<file path="config.mk">
export PLATFORM = sky130hd
export DESIGN_NAME = seq_det_param
export DESIGN_NICKNAME = d
export VERILOG_FILES = /design/src/rtl/seq_det_pkg.sv /design/src/rtl/sat_counter.sv /design/src/rtl/seq_det_param.sv
export SDC_FILE = /design/constraint.sdc
export NUM_CORES = 1
export LEC_CHECK = 0
export CAP_MARGIN = 20
export CORE_MARGIN = 8
export CORE_UTILIZATION = 53
export CTS_CLUSTER_DIAMETER = 200
export DETAILED_ROUTE_END_ITERATION = 8
export PLACE_DENSITY_LB_ADDON = 0.15
export SYNTH_ARGS = -nofsm -noshare
export SYNTH_HDL_FRONTEND = slang
export SYNTH_SLANG_ARGS = --single-unit
</file>
<file path="constraint.sdc">
create_clock -name clk -period 3.2 [get_ports clk]
set_input_delay 0.64 -clock clk [delete_from_list [all_inputs] [get_ports clk]]
set_output_delay 0.64 -clock clk [all_outputs]
set_load 0.02 [all_outputs]
</file>
<file path="src/rtl/seq_det_pkg.sv">
// Shared constants and types for the parametrised serial sequence detector.
// Holds the reset defaults, the overlap-mode encodings and the length-field width helper.
package seq_det_pkg;

    localparam logic OVL_OFF = 1'b0;
    localparam logic OVL_ON  = 1'b1;

    localparam int unsigned DEF_MAX_LEN = 8;
    localparam logic [7:0]  DEF_PATTERN = 8'b0000_1010;
    localparam int unsigned DEF_PAT_LEN = 4;

    // Conceptual detector state, derived from the history fill level.
    typedef enum logic [1:0] {
        StEmpty,
        StPartial,
        StArmed
    } fill_state_e;

    // Width of a length field able to hold 0..max_len.
    function automatic int unsigned len_w(input int unsigned max_len);
        return $clog2(max_len) + 1;
    endfunction

endpackage

</file>
<file path="src/rtl/sat_counter.sv">
// Saturating up-counter with synchronous clear; the clear wins over the increment.
// Holds at all ones once reached.
module sat_counter #(
    parameter int unsigned W = 8
) (
    input  logic         clk,
    input  logic         rst_n,
    input  logic         inc,
    input  logic         clr,
    output logic [W-1:0] cnt,
    output logic         sat
);

    logic [W-1:0] cnt_q, cnt_d;

    always_comb begin
        cnt_d = cnt_q;
        if (clr) begin
            cnt_d = '0;
        end else if (inc && !(&cnt_q)) begin
            cnt_d = cnt_q + W'(1);
        end
    end

    always_ff @(posedge clk or negedge rst_n) begin
        if (!rst_n) begin
            cnt_q <= '0;
        end else begin
            cnt_q <= cnt_d;
        end
    end

    assign cnt = cnt_q;
    assign sat = &cnt_q;

endmodule

</file>
<file path="src/rtl/seq_det_param.sv">
// Run-time loadable Mealy serial sequence detector with overlap control,
// a registered match copy and a saturating match counter.
module seq_det_param
    import seq_det_pkg::*;
#(
    parameter int unsigned          MAX_LEN = DEF_MAX_LEN,
    parameter int unsigned          CNT_W   = 8,
    parameter logic [MAX_LEN-1:0]   DEF_PAT = MAX_LEN'(DEF_PATTERN),
    parameter int unsigned          DEF_LEN = DEF_PAT_LEN,
    parameter logic                 DEF_OVL = OVL_OFF,
    localparam int unsigned         LEN_W   = len_w(MAX_LEN)
) (
    input  logic               clk,
    input  logic               rst_n,
    input  logic               in,
    input  logic               in_vld,
    input  logic               pat_ld,
    input  logic [MAX_LEN-1:0] pat_in,
    input  logic [LEN_W-1:0]   len_in,
    input  logic               ovl_in,
    output logic               op,
    output logic               op_reg,
    output logic [CNT_W-1:0]   cnt,
    output logic               cnt_sat
);

    localparam logic [LEN_W-1:0] LenMax  = LEN_W'(MAX_LEN);
    localparam logic [LEN_W-1:0] FillMax = LEN_W'(MAX_LEN - 1);

    logic [MAX_LEN-1:0] pat_q, pat_d;
    logic [LEN_W-1:0]   len_q, len_d;
    logic               ovl_q, ovl_d;
    logic [MAX_LEN-2:0] hist_q, hist_d;
    logic [LEN_W-1:0]   fill_q, fill_d;
    logic               op_reg_q, op_reg_d;

    logic [MAX_LEN-1:0] cand;
    logic [MAX_LEN-1:0] mask;
    logic               match;
    logic               op_c;
    fill_state_e        fill_state;

    always_comb begin
        cand = {hist_q, in};
        for (int i = 0; i < MAX_LEN; i++) begin
            mask[i] = (LEN_W'(i) < len_q);
        end
        match = ((cand ^ pat_q) & mask) == '0;

        // Len = 1 is armed even with an empty history.
        if ((len_q != '0) && (fill_q >= (len_q - LEN_W'(1)))) begin
            fill_state = StArmed;
        end else if (fill_q == '0) begin
            fill_state = StEmpty;
        end else begin
            fill_state = StPartial;
        end

        op_c = in_vld && !pat_ld && (fill_state == StArmed) && match;

        pat_d    = pat_q;
        len_d    = len_q;
        ovl_d    = ovl_q;
        hist_d   = hist_q;
        fill_d   = fill_q;
        op_reg_d = op_c;

        if (pat_ld) begin
            pat_d    = pat_in;
            len_d    = (len_in > LenMax) ? LenMax : len_in;
            ovl_d    = ovl_in;
            hist_d   = '0;
            fill_d   = '0;
            op_reg_d = 1'b0;
        end else if (in_vld) begin
            hist_d = cand[MAX_LEN-2:0];
            if (op_c && (ovl_q == OVL_OFF)) begin
                fill_d = '0;
            end else if (fill_q != FillMax) begin
                fill_d = fill_q + LEN_W'(1);
            end
        end
    end

    always_ff @(posedge clk or negedge rst_n) begin
        if (!rst_n) begin
            pat_q    <= DEF_PAT;
            len_q    <= LEN_W'(DEF_LEN);
            ovl_q    <= DEF_OVL;
            hist_q   <= '0;
            fill_q   <= '0;
            op_reg_q <= 1'b0;
        end else begin
            pat_q    <= pat_d;
            len_q    <= len_d;
            ovl_q    <= ovl_d;
            hist_q   <= hist_d;
            fill_q   <= fill_d;
            op_reg_q <= op_reg_d;
        end
    end

    sat_counter #(
        .W (CNT_W)
    ) u_cnt (
        .clk   (clk),
        .rst_n (rst_n),
        .inc   (op_c),
        .clr   (pat_ld),
        .cnt   (cnt),
        .sat   (cnt_sat)
    );

    assign op     = op_c;
    assign op_reg = op_reg_q;

endmodule

</file>
Yosys cells after proc, flatten, opt, wreduce, memory -nomap -nowiden:

Cells that the tools add are included.

* input port bits: 18
* word-level logic and storage cells: 53
* bits in registers: 33
* output and inout port bits: 11

* reduce and logical (&&, ||, !) cells: 16
* magnitude comparators: 10
* multiplexer cells: 12
* bitwise gates (word level): 3
* $add $sub $neg: 3
* equal/unequal tests: 2

Operators with widths (count)
* 4-bit 2-to-1 mux: 5
* 3-bit by 4-bit less-than comparator with 1-bit output, first input constant: 4
* 8-bit 2-to-1 mux: 2
* 7-bit 2-to-1 mux: 2
* 8-bit by 1-bit adder with 8-bit output, second input constant: 1
* 8-bit bitwise AND: 1
* 8-bit logical NOT: 1
* 1-bit by 4-bit less-than comparator with 1-bit output, first input constant: 2
* 2-bit by 4-bit less-than comparator with 1-bit output, first input constant: 2
* 8-bit AND reduction: 1
* 8-bit XOR: 1
* 1-bit logical AND: 6
* 4-bit by 1-bit adder with 4-bit output, second input constant: 1
* 4-bit greater-or-equal comparator: 1
* 4-bit > comparator, second input constant: 1
* 4-bit logical NOT: 1
* 4-bit by 3-bit inequality test with 1-bit output, second input constant: 1
* 2-bit nonzero test: 2
* 4-bit nonzero test: 1
* 4-bit by 1-bit subtractor with 4-bit output, second input constant: 1
* 3-bit nonzero test: 1
* 2-bit == test, second input constant: 1
* 1-bit logical NOT: 2
* 1-bit 2-to-1 mux: 2
* other kinds (3): 3

Logic depth before layout (Yosys ltp):

* depth after elaboration: 11
* gate-level depth with buffers: 11
* depth with buffers taken out: 10

Modules after synthesis:

Synthesis repeated with hierarchy kept, for this count alone.

* cells, all modules: 176
* area total of the unflattened synthesis: 1883.1 um^2

By module, submodules not included
* seq_det_param: cells each 131, sequential area each 629.4 um^2, area an instance 1407.6 um^2, times used 1
* sat_counter: cells each 45, sequential area each 200.2 um^2, area an instance 475.5 um^2, times used 1

Worst setup path before layout:

No wires, ideal clock.

* kind: register -> output
* start: register len_q[2]
* end: output op
* cell stages (with the launch flop): 10
* setup slack: 775 ps
* data arrival time: 1785 ps
* path through: dfstp_2 buf_4 nor3_1 xnor2_1 ha_1 nand2_1 o21ai_0 nand3_2 buf_6 inv_2

* cells in the longest elaborated chain, start to end: 7
* elaborated cells on any way between the ends: 18

Ends and longest elaborated chain
* from (decl): RTL line seq_det_param.sv:31 `logic [LEN_W-1:0] len_q, len_d;`
* from (signal assigned): RTL line seq_det_param.sv:88 `len_q <= LEN_W'(DEF_LEN);`
* from (signal assigned): RTL line seq_det_param.sv:95 `len_q <= len_d;`
* 4-bit by 1-bit subtractor with 4-bit output: RTL line seq_det_param.sv:51 `if ((len_q != '0) && (fill_q >= (len_q - LEN_W'(1)))) begin`
* 4-bit greater-or-equal comparator: RTL line seq_det_param.sv:51
* 1-bit logical AND: RTL line seq_det_param.sv:51
* 2-bit 2-to-1 mux: RTL line seq_det_param.sv:51
* 2-bit == test: RTL line seq_det_param.sv:59 `op_c = in_vld && !pat_ld && (fill_state == StArmed) && match;`
* 1-bit logical AND: RTL line seq_det_param.sv:59
* 1-bit logical AND (*): RTL line seq_det_param.sv:59
* to (decl): RTL line seq_det_param.sv:21 `output logic op,`

Every way passes the cells marked *; elsewhere a longest branch is shown, timed or not.

Final worst setup path:

Same ends and word-level chain as after synthesis.

==> results.md <==
- Final WL: roughly 3.9 mm
- Part of the Yosys area used for sequential elements: 0.460
- Area contributors post-synth: dfrtp_1 (42%), ha_1 (6.2%), mux2_2 (5.0%)
- Max-slew violation count: 0
- Latest clock arrival within the worst-skew pair: ~330 ps
- Status: completed
- Area leader, netlist: dfrtp_1
- Reg-to-reg startpoint: len_q[2]
- I/O Buffers: 28
- R2R cell count: 9
- Number of buffers created by CTS: 5
- Crit start category: flip-flop
- Synthesized area: between 1500 and 2000 um2
- Hold Path Class: flip-flop to flip-flop
- Die area: between 5000 and 6000 um2
- Synth-to-Final Area Change: 21.7%
- Die width: 74.3 um
- H-tree depth: 2
- Capturing point of the worst reg2reg path: u_cnt.cnt[5]
- Post-synth ARST share: 1.00
- Seq pwr share: 0.550
- Post-synth top area share: 0.416
- Final std cells w/o fill: 260
- Slew @ Worst Pin: about 570 ps
- Commonest cells in the netlist: dfrtp_1 (30), nor2_1 (17), a21oi_1 (15)
- DP Wirelength: roughly 2.8 mm
- P_int: ~620 uW
- Avg Inst Size Synth: ~10 um2
- Yosys cell types: 39
- Initial Utilization: 0.545
- Largest net degree at the start of global routing: 37
- Clock-pin slew on the worst setup and hold paths: 100 ps
- Max-Cap Viols: 0
- Synthesis Warnings: 0
- Placed insts: roughly 250
- Vias in the first global route: about 1,500
- Hold Crit Endpoint: pat_q[6]
- Die height: roughly 74 um
- Count leader, synth: dfrtp_1
- GRT Total Usage: 0.154
- Global route total overflow: 0
- CTS sink count: 33
- Comb power frac: 0.161
- Vias/cell: ~5.5
- Final hold vios: 0
- Drt wl/cell: approximately 15 um
- CTS tree: done
- Worst setup path class: flip-flop to output port
- Total number of vias: roughly 1,400
- F_max: ~340 MHz
- Initial antenna violation count: 0
- Clk_skew: roughly 12 ps
- Net switching power: about 210 uW
- Layout net count: between 200 and 250
- WP data required: between 2000 and 3000 ps
- I/O pin count: 29
- RSZ-0062 raised after global routing: no
- Postcts setup bufs: 0
- DR iter-0 viols: just under 90
- Longest Clk Path Bufs: 2
- Sw frac: 0.258
- Syn_nets: 208
- Final min period: between 2000 and 3000 ps
- Slew Limit Headroom: 0.622
- Final Cycle Share: 0.917
- Layout cells sized above 1: 0.121
- Root Buffer: clkbuf_4
- First-pass GRT wire length: ~6.5 mm
- EDFF count, synth: 0
- Post-DRT Antenna Nets: 0
- Top_reg_cell synth: dfrtp_1
- Reg2reg setup slack: about 610 ps
- Clk pwr share: 0.288
- Hold Crit Start: pat_q[6]
- Post-route DRC violation count: 0
- Worst endpoint data arrival time: 2290 ps
- VDD IR max: ~0.26 mV
- Hold Path Cell Cnt: 1
- CP max FO: 8
- P per Cell Area: between 300 and 400 nW/um2
- Post-synthesis register bit count: 33
- Core Area: ~3300 um2
- Final setup vio count: 0
- Antenna diodes: 0
- Post-synthesis instance total: between 150 and 200
- # rows: 21
- Pleak: 0.951 nW
- Setup TNS: 0 ps
- First-pass iteration count of the detailed router: 4
- Placer congestion estimate: 0.804
- CP Capture Type: output port
[per-stage QoR]
step	area, um2	power (mW)	util	hold slack, ps	setup slack (ps)
2_1_floorplan	1800	0.547	-	344	775
3_3_place_gp	2140	0.593	0.646	520	107
3_5_place_dp	2140	0.600	0.646	524	77.0
4_1_cts	2190	0.840	0.663	547	229
5_1_grt	2190	0.876	0.663	551	67.5
6_report	2190	0.831	0.663	541	266
[cells in the final DEF, fill, tap and decap left out, drive strengths merged, types with 5 or more instances in the layout]
cell type	count
a21oi	15
buf	5
clkbuf	8
clkdlybuf4s50	27
dfrtp	30
ha	9
inv	10
mux2	10
mux2i	7
nand2	13
nand3	8
nor2	17
o21ai	12
xnor2	9
[timing repair]
| item | 4_1_cts | 5_1_grt |
|---|---|---|
| hold buffers | 0 | 0 |
| setup endpoints to repair | 1 | 0 |
| resized for setup | 2 | 0 |
[area by class of cell]
cell class | count | area [um2]
clock buffer | 8 | 58.8
timing repair buffer | 33 | 317
sequential | 33 | 830
inverter | 10 | 37.5
multi-input combinational | 130 | 895
tap | 46 | 57.6
fill | 287 | 1120
[worst max-delay path by stage]
stage | start | endpoint | slack, ps | cells past startpoint
2_1_floorplan | len_q[2] | op | 770 | 9
3_3_place_gp | in | op | 110 | 7
3_5_place_dp | in | op | 80 | 7
4_1_cts | len_q[2] | op | 230 | 8
5_1_grt | u_cnt.cnt[0] | cnt_sat | 70 | 4
6_report | len_q[2] | op | 270 | 8
[power by group through the flow]
stage	Clock [mW]	Combinational, mW	Sequential, mW
2_1_floorplan	0	0.0879	0.459
3_3_place_gp	0	0.128	0.465
3_5_place_dp	0	0.134	0.465
4_1_cts	0.247	0.135	0.457
5_1_grt	0.266	0.150	0.460
6_report	0.240	0.134	0.457
[critical path: stages (launching register included)]
cell and delay [ps]:
dfstp_2 630, nor3_1 100, xnor2_1 150, ha_1 300, nand2_1 50, o21ai_1 210, nand3_2 130, inv_2 70
dlygate4sd2_1 330
[cell families (layout without fill, tap and decap cells)]
logic type | after synthesis | in the layout | synth area share
AO/OA/AOI/OAI | 38 | 38 | 0.122
XOR/XNOR | 10 | 10 | 0.0486
adder cells (fa/ha/maj) | 9 | 9 | 0.0625
buffers and inverters | 18 | 51 | 0.0437
flip-flops | 33 | 33 | 0.460
multiplexers | 17 | 17 | 0.103
AND/OR/NAND/NOR | 56 | 56 | 0.160
[routing by layer]
layer	global-route usage	wire length (um)
met3	0.0404	177
met2	0.257	1870
met4	0.0739	56
met1	0.180	1780
met5	0	0
No activity file was read; power rests on OpenSTA's default activity.
